<file path="config.mk">
export PLATFORM = sky130hd
export DESIGN_NAME = pdp8_intctl
export DESIGN_NICKNAME = d
export VERILOG_FILES = /design/src/rtl/pdp8_intctl.sv
export SDC_FILE = /design/constraint.sdc
export NUM_CORES = 1
export LEC_CHECK = 0
export CORE_MARGIN = 4
export CORE_UTILIZATION = 29
export DETAILED_ROUTE_END_ITERATION = 16
export GPL_TIMING_DRIVEN = 0
export PLACE_DENSITY = 0.79
export SYNTH_ARGS = -nofsm -noshare
export SYNTH_HDL_FRONTEND = slang
export SYNTH_SLANG_ARGS = --single-unit
</file>
<file path="constraint.sdc">
create_clock -name clk -period 5.3 [get_ports clk]
set_clock_uncertainty 0.1 [all_clocks]
set_input_delay 1.59 -clock clk [delete_from_list [all_inputs] [get_ports clk]]
set_output_delay 1.59 -clock clk [all_outputs]
set_load 0.05 [all_outputs]
</file>
<file path="src/rtl/pdp8_intctl.sv">
// PDP-8 interrupt controller (device 00).
// Merges the per-device IOT responses onto the CPU bus and decodes the
// device-00 IOTs (SKON/ION/IOF/SRQ/CAF). It also implements the
// one-instruction ION delay, the registered interrupt request, the CAF
// clear pulse and a sticky bus-conflict flag.
module pdp8_intctl #(
  parameter int         NDEV = 4,
  parameter logic [3:0] F0   = 4'b0000,
  parameter logic [3:0] F1   = 4'b0001,
  parameter logic [3:0] F2   = 4'b0010,
  parameter logic [3:0] F3   = 4'b0011
) (
  input  logic            clk,
  input  logic            reset,
  input  logic            iot,
  input  logic [3:0]      state,
  input  logic [11:0]     mb,
  input  logic [5:0]      io_select,
  input  logic [NDEV-1:0] dev_selected,
  input  logic [NDEV-1:0] dev_skip,
  input  logic [NDEV-1:0] dev_interrupt,
  input  logic            int_ack,
  output logic            io_selected,
  output logic            io_skip,
  output logic            interrupt_req,
  output logic            caf_clear,
  output logic            ion,
  output logic            bus_conflict
);

  localparam logic [2:0] FN_SKON = 3'd0;
  localparam logic [2:0] FN_ION  = 3'd1;
  localparam logic [2:0] FN_IOF  = 3'd2;
  localparam logic [2:0] FN_SRQ  = 3'd3;
  localparam logic [2:0] FN_CAF  = 3'd7;

  // ION has been executed; it moves into ion_dly at the next F0.
  logic       ion_pend;
  // Enable is armed for the F3 of the current instruction.
  logic       ion_dly;

  logic [2:0] fn;
  logic       in_f0;
  logic       in_f1;
  logic       in_f3;
  logic       own_dec;
  logic       own_sel;
  logic       own_skip;
  logic       any_int;
  logic       conflict;
  logic       do_caf;
  logic       do_off;
  logic       do_ion;

  // Only the IOT function field of mb is used; the F2 encoding is never
  // acted on because nothing in this block updates during F2.
  logic       unused_ok;
  assign unused_ok = ^{mb[11:3], F2};

  // True when more than one responder claims the current IOT.
  function automatic logic multi_select(input logic [NDEV-1:0] sel,
                                        input logic            own);
    int cnt;
    cnt = own ? 1 : 0;
    for (int i = 0; i < NDEV; i++) begin
      cnt = cnt + (sel[i] ? 1 : 0);
    end
    return (cnt > 1);
  endfunction

  // Device-00 decode and the merged combinational bus responses.
  always_comb begin
    fn       = mb[2:0];
    in_f0    = (state == F0);
    in_f1    = (state == F1);
    in_f3    = (state == F3);
    any_int  = |dev_interrupt;
    own_dec  = in_f1 && iot && (io_select == 6'o00);
    own_sel  = own_dec && (fn inside {FN_SKON, FN_ION, FN_IOF, FN_SRQ, FN_CAF});
    own_skip = own_dec && (((fn == FN_SKON) && ion) ||
                           ((fn == FN_SRQ) && any_int));
    conflict = in_f1 && iot && multi_select(dev_selected, own_sel);
    do_caf   = own_dec && (fn == FN_CAF);
    do_off   = own_dec && ((fn == FN_SKON) || (fn == FN_IOF) || (fn == FN_CAF));
    do_ion   = own_dec && (fn == FN_ION);

    io_selected = (|dev_selected) || own_sel;
    io_skip     = (|dev_skip) || own_skip;
  end

  // Interrupt enable chain: ION -> pend -> dly (F0) -> ion (F3).
  // int_ack beats every same-edge F0/F1/F3 update.
  always_ff @(posedge clk) begin
    if (reset) begin
      ion      <= 1'b0;
      ion_pend <= 1'b0;
      ion_dly  <= 1'b0;
    end else if (int_ack) begin
      ion      <= 1'b0;
      ion_pend <= 1'b0;
      ion_dly  <= 1'b0;
    end else if (do_off) begin
      ion      <= 1'b0;
      ion_pend <= 1'b0;
      ion_dly  <= 1'b0;
    end else begin
      if (do_ion) begin
        ion_pend <= 1'b1;
      end
      if (in_f0 && ion_pend) begin
        ion_pend <= 1'b0;
        ion_dly  <= 1'b1;
      end
      if (in_f3 && ion_dly) begin
        ion     <= 1'b1;
        ion_dly <= 1'b0;
      end
    end
  end

  // Interrupt request is re-evaluated only at F3 and held otherwise.
  always_ff @(posedge clk) begin
    if (reset || int_ack) begin
      interrupt_req <= 1'b0;
    end else if (in_f3) begin
      interrupt_req <= (ion || ion_dly) && any_int;
    end
  end

  // CAF pulse lasts one clock; conflict flag is sticky until CAF or reset.
  always_ff @(posedge clk) begin
    if (reset) begin
      caf_clear    <= 1'b0;
      bus_conflict <= 1'b0;
    end else begin
      caf_clear <= do_caf;
      if (do_caf) begin
        bus_conflict <= 1'b0;
      end else if (conflict) begin
        bus_conflict <= 1'b1;
      end
    end
  end

endmodule
</file>
; After elaboration in Yosys (flattened, before gate mapping)
; Index checks and enable logic that the tools add are counted.
[op_classes]
add_sub_neg = 4
order_cmp = 1
n_eq_ne = 6
muxes = 5
n_reduce_logical = 31
[op_table]
columns = op, count
row1 = OR reduction 4 bit, 5
row2 = logical AND 1 bit, 13
row3 = logical OR 1 bit, 7
row4 = == test 3 x 2 -> 1 bit (second input constant), 2
row5 = zero test 6 bit, 1
row6 = adder 4 x 1 -> 5 bit, 1
row7 = > comparator 5 x 1 -> 1 bit (second input constant), 1
row8 = 2-to-1 mux 1 bit, 5
row9 = nonzero test 5 bit, 1
row10 = adder 3 x 1 -> 4 bit, 1
row11 = == test 4 x 1 -> 1 bit (second input constant), 1
row12 = == test 4 x 2 -> 1 bit (second input constant), 1
row13 = zero test 4 bit, 1
row14 = adder 2 x 1 -> 3 bit, 1
row15 = == test 3 x 1 -> 1 bit (second input constant), 1
row16 = == test 3 bit (second input constant), 1
row17 = zero test 3 bit, 1
row18 = OR reduction 3 bit, 1
row19 = adder 1 x 1 -> 2 bit, 1
row20 = OR reduction 2 bit, 1
[totals]
register_bits = 6
in_bits = 38
output_inout_bits = 6

; Logic depth before layout (Yosys ltp)
[logic_depth]
ltp_word = 11
mapped_depth = 7
ltp_nobuf = 7

; Worst setup path after synthesis
; No wires, ideal clock.
[synth_path]
path_type = input -> output
start = input port io_select[1]
end = output port io_skip
t_arrival_ns = 3.283
path_slack_ns = 0.327
stages = 3
path_buffers = 0
cell_sequence = nor4_2 -> nand4_2 -> o31ai_1
[synth_via]
elab_chain_len = 4
[synth_lines]
columns = item, line
row1 = start: declaration, 18  ; input logic [5:0] io_select,
row2 = zero test 6 bit, 78  ; own_dec = in_f1 && iot && (io_select == 6'o00);
row3 = logical AND 1 bit, 78
row4 = logical AND 1 bit, 80  ; own_skip = own_dec && (((fn == FN_SKON) && ion) ||
row5 = logical OR 1 bit, 88  ; io_skip = (|dev_skip) || own_skip;
row6 = end: declaration, 24  ; output logic io_skip,
; Every way passes these cells.

; Final worst setup path
[layout_path]
start = input port state[0]
end = output port io_selected
[layout_via]
elab_chain_len = 5
[layout_lines]
columns = item, line
row1 = start: declaration, 16  ; input logic [3:0] state,
row2 = == test 4 x 1 -> 1 bit, 75  ; in_f1 = (state == F1);
row3 = logical AND 1 bit (2 in series), 78
row4 = logical AND 1 bit, 79  ; own_sel = own_dec && (fn inside {FN_SKON, FN_ION, FN_IOF, FN_SRQ, FN_CAF});
row5 = logical OR 1 bit, 87  ; io_selected = (|dev_selected) || own_sel;
row6 = end: declaration, 23  ; output logic io_selected,
; Every way passes these cells.

==> qor.yml <==
ir_drop_v: 0.0001134
dr.pass1.iters: 4
cp_top_family: "simple AND/OR/NAND/NOR gates"
grt_start_max_net_pins: 7
placed_cell_area_um2: 778.2
cts_buffer_depth: 2
synth_seq_cells: 6
post-cts-setup-buffers: 0
cp.arrival_ns: 3.49
io-pin-count: 44
drt_wl_total_um: 1141
antenna_found_initial: 0
syn_inst: 49
syn_nets: 90
regArea_um2: 120.1
hold_viol: 0
fill_cells: 133
fmaxAchievable_mhz: 193.2
cts.sinks: 6
critPathBufInv: 2
numPortBuffers: 34
core_area_um2: 1334
rsz0062_at_grt: "false"
cts-htree-levels: 1
min_period_ns: 5.176
cellPowerDensity_nw_per_um2: 154.1
cts.clk_slew.worst_paths_ns: 0.04
run_status: "finished clean"
yosys_most_used_dff: "dfxtp_1"
maxCapViolCount: 0
die-height_um: 46.02
fin_tns_setup_ns: 0
grt-ovfl-total: 0
synth_cell_type_count: 25
diodes: 0
area_delta_synth_final_pct: 90.45
syn_area_per_cell_um2: 8.554
worst_slew_pin_slew_ns: 0.5079
async_flop_share_pct: 0
design_area_um2: 798.3
via_per_inst: 4.891
fp.dieW_um: 46.02
end_kind: "output port"
hpwl_um: 1006
crit_path_start_kind: "input pin"
setup_viol: 0
worstSkewPairLatency_ns: 0.24
critPathRequiredTime_ns: 3.61
row_count: 13
gp_congestion: 0.6708
max_stage_delay_ns: 0.60
die_area_um2: 2117
cts_hold_buf: 0
tritoncts: "done"
worstPathCellList: "clkdlybuf4s50_1, and2_1, nand4_2, a21oi_1, or4b_2, dlygate4sd2_1"
final_antenna_net_count: 0
clock-root-buffer: "clkbuf_4"
drive_above_1_share_pct: 9.302
synth.cell_area_um2: 419.2
routedWlPerCell_um: 11.30
vias: 494
ys_seq_area_share_pct: 28.66
min_period_over_period_pct: 97.65
grt_pass1_wl_um: 1649
drtIter0Drc: 7
yosys_warnings: 0
grt_usage_pct: 11.24
cts_resized: 2
hold_path_class: "flop to flop"
grt_pass1_vias: 445
slew_violations: 0
p_leak_uw: 0.0002927
placed_cells: 98
synth_edf_count: 0
crit_slowest_cell: "or4b_2"
post-place-ws_ns: -0.1577
instances_no_fill: 101
crit_type: "input pin to output port"
nets: 129
cts_buffers: 3
multi_input_area_um2: 287.8
crit_fanout: 6
relSlewSlack_pct: 66.03
drc: 0
finalWorstSetupSlack_ns: 0.1243
initial_utilization_pct: 31.43
-- where the power goes --
group	internal [uW]	leakage, uW	total, uW	switching [uW]
sequential	45.4	0.0000483	45.5	0.0764
clock	25.6	0.0000138	42.0	16.4
combinational	23.2	0.000231	35.5	12.3
-- layout by cell type, fill, tap and decap left out --
master           synthesis  layout
clkdlybuf4s50_1          0      32
nor2_1                  10      10
dfxtp_1                  6       6
inv_1                    3       3
a21oi_1                  3       3
nor3_1                   3       3
clkbuf_4                 0       3
nor4_1                   2       2
nand3_1                  2       2
mux2i_1                  2       2
ha_1                     2       2
dlygate4sd2_1            0       2
nand2_1                  1       1
nor3_4                   1       1
and2_1                   1       1
nor4_2                   1       1
nand4_2                  1       1
or4b_2                   1       1
o31ai_1                  1       1
a211o_1                  1       1
a31oi_1                  1       1
o21a_1                   1       1
o21ai_0                  1       1
and3_1                   1       1
or4b_1                   1       1
nor3b_1                  1       1
a211oi_2                 1       1
fa_1                     1       1
-- per-layer routing --
layer / wire length [um] / GRT usage, % / share of wire (%)
met5: 0 / 0 / 0
met3: 153 / 1.976 / 13
met1: 419 / 11.03 / 37
met2: 555 / 19.51 / 49
met4: 13 / 10.23 / 1.1
-- metrics by stage --
stage / utilization [%] / power, uW / hold WS, ns
CTS: 59.85 / 124.7 / 0.4026
finish: 59.85 / 123.0 / 0.3942
floorplan: - / 55.95 / 0.3518
global placement: 58.35 / 81.81 / 0.3633
global route: 59.85 / 129.2 / 0.4302
detailed placement: 58.35 / 82.41 / 0.3965
-- cell usage after synthesis (all sizes together), types with 2 or more instances --
cell type,count,share of area [%]
mux2i,2,4.8
nor2,10,9.0
nor4,3,6.0
ha,2,6.0
dfxtp,6,29
nor3,4,7.5
or4b,2,4.8
a21oi,3,3.6
nand3,2,2.4
inv,3,2.7
-- layout make-up --
cell class / count / area share [%]
well taps: 15 / 2.351
clock buffers: 3 / 2.821
inverters: 3 / 1.411
flip-flops and latches: 6 / 15.05
repair buffers: 34 / 42.32
multi-input cells: 40 / 36.05
-- flip-flops by register name, summed over array words and instances (netlist names) --
signal / count
caf_clear: 1
ion_pend: 1
ion: 1
interrupt_req: 1
bus_conflict: 1
ion_dly: 1
-- kinds of logic (layout without fill, tap and decap cells) --
| family | after synthesis | count (layout) | synth area share [%] |
|---|---|---|---|
| compound gates | 9 | 9 | 14.93 |
| flops | 6 | 6 | 28.66 |
| buf+inv | 3 | 40 | 2.686 |
| fa+ha+maj | 3 | 3 | 10.75 |
| mux | 2 | 2 | 4.776 |
| simple gates | 26 | 26 | 38.21 |
-- tightest hold or removal path: stages (launching register included) --
cell and delay [ns]:
dfxtp_1 0.30, inv_1 0.08, a211oi_2 0.07
-- path summary, 6_finish.rpt --
| check | startpoint | end | slack [ns] | cells after the start |
|---|---|---|---|---|
| worst max-delay path | state[0] | io_selected | 0.12 | 6 |
| worst min-delay path | ion_pend | ion_pend | 0.39 | 2 |
| worst max register to register | ion_pend | ion_dly | 4.25 | 4 |
| worst min register to register | ion_pend | ion_pend | 0.39 | 2 |
Note: power is estimated with default switching activity, not from simulation.
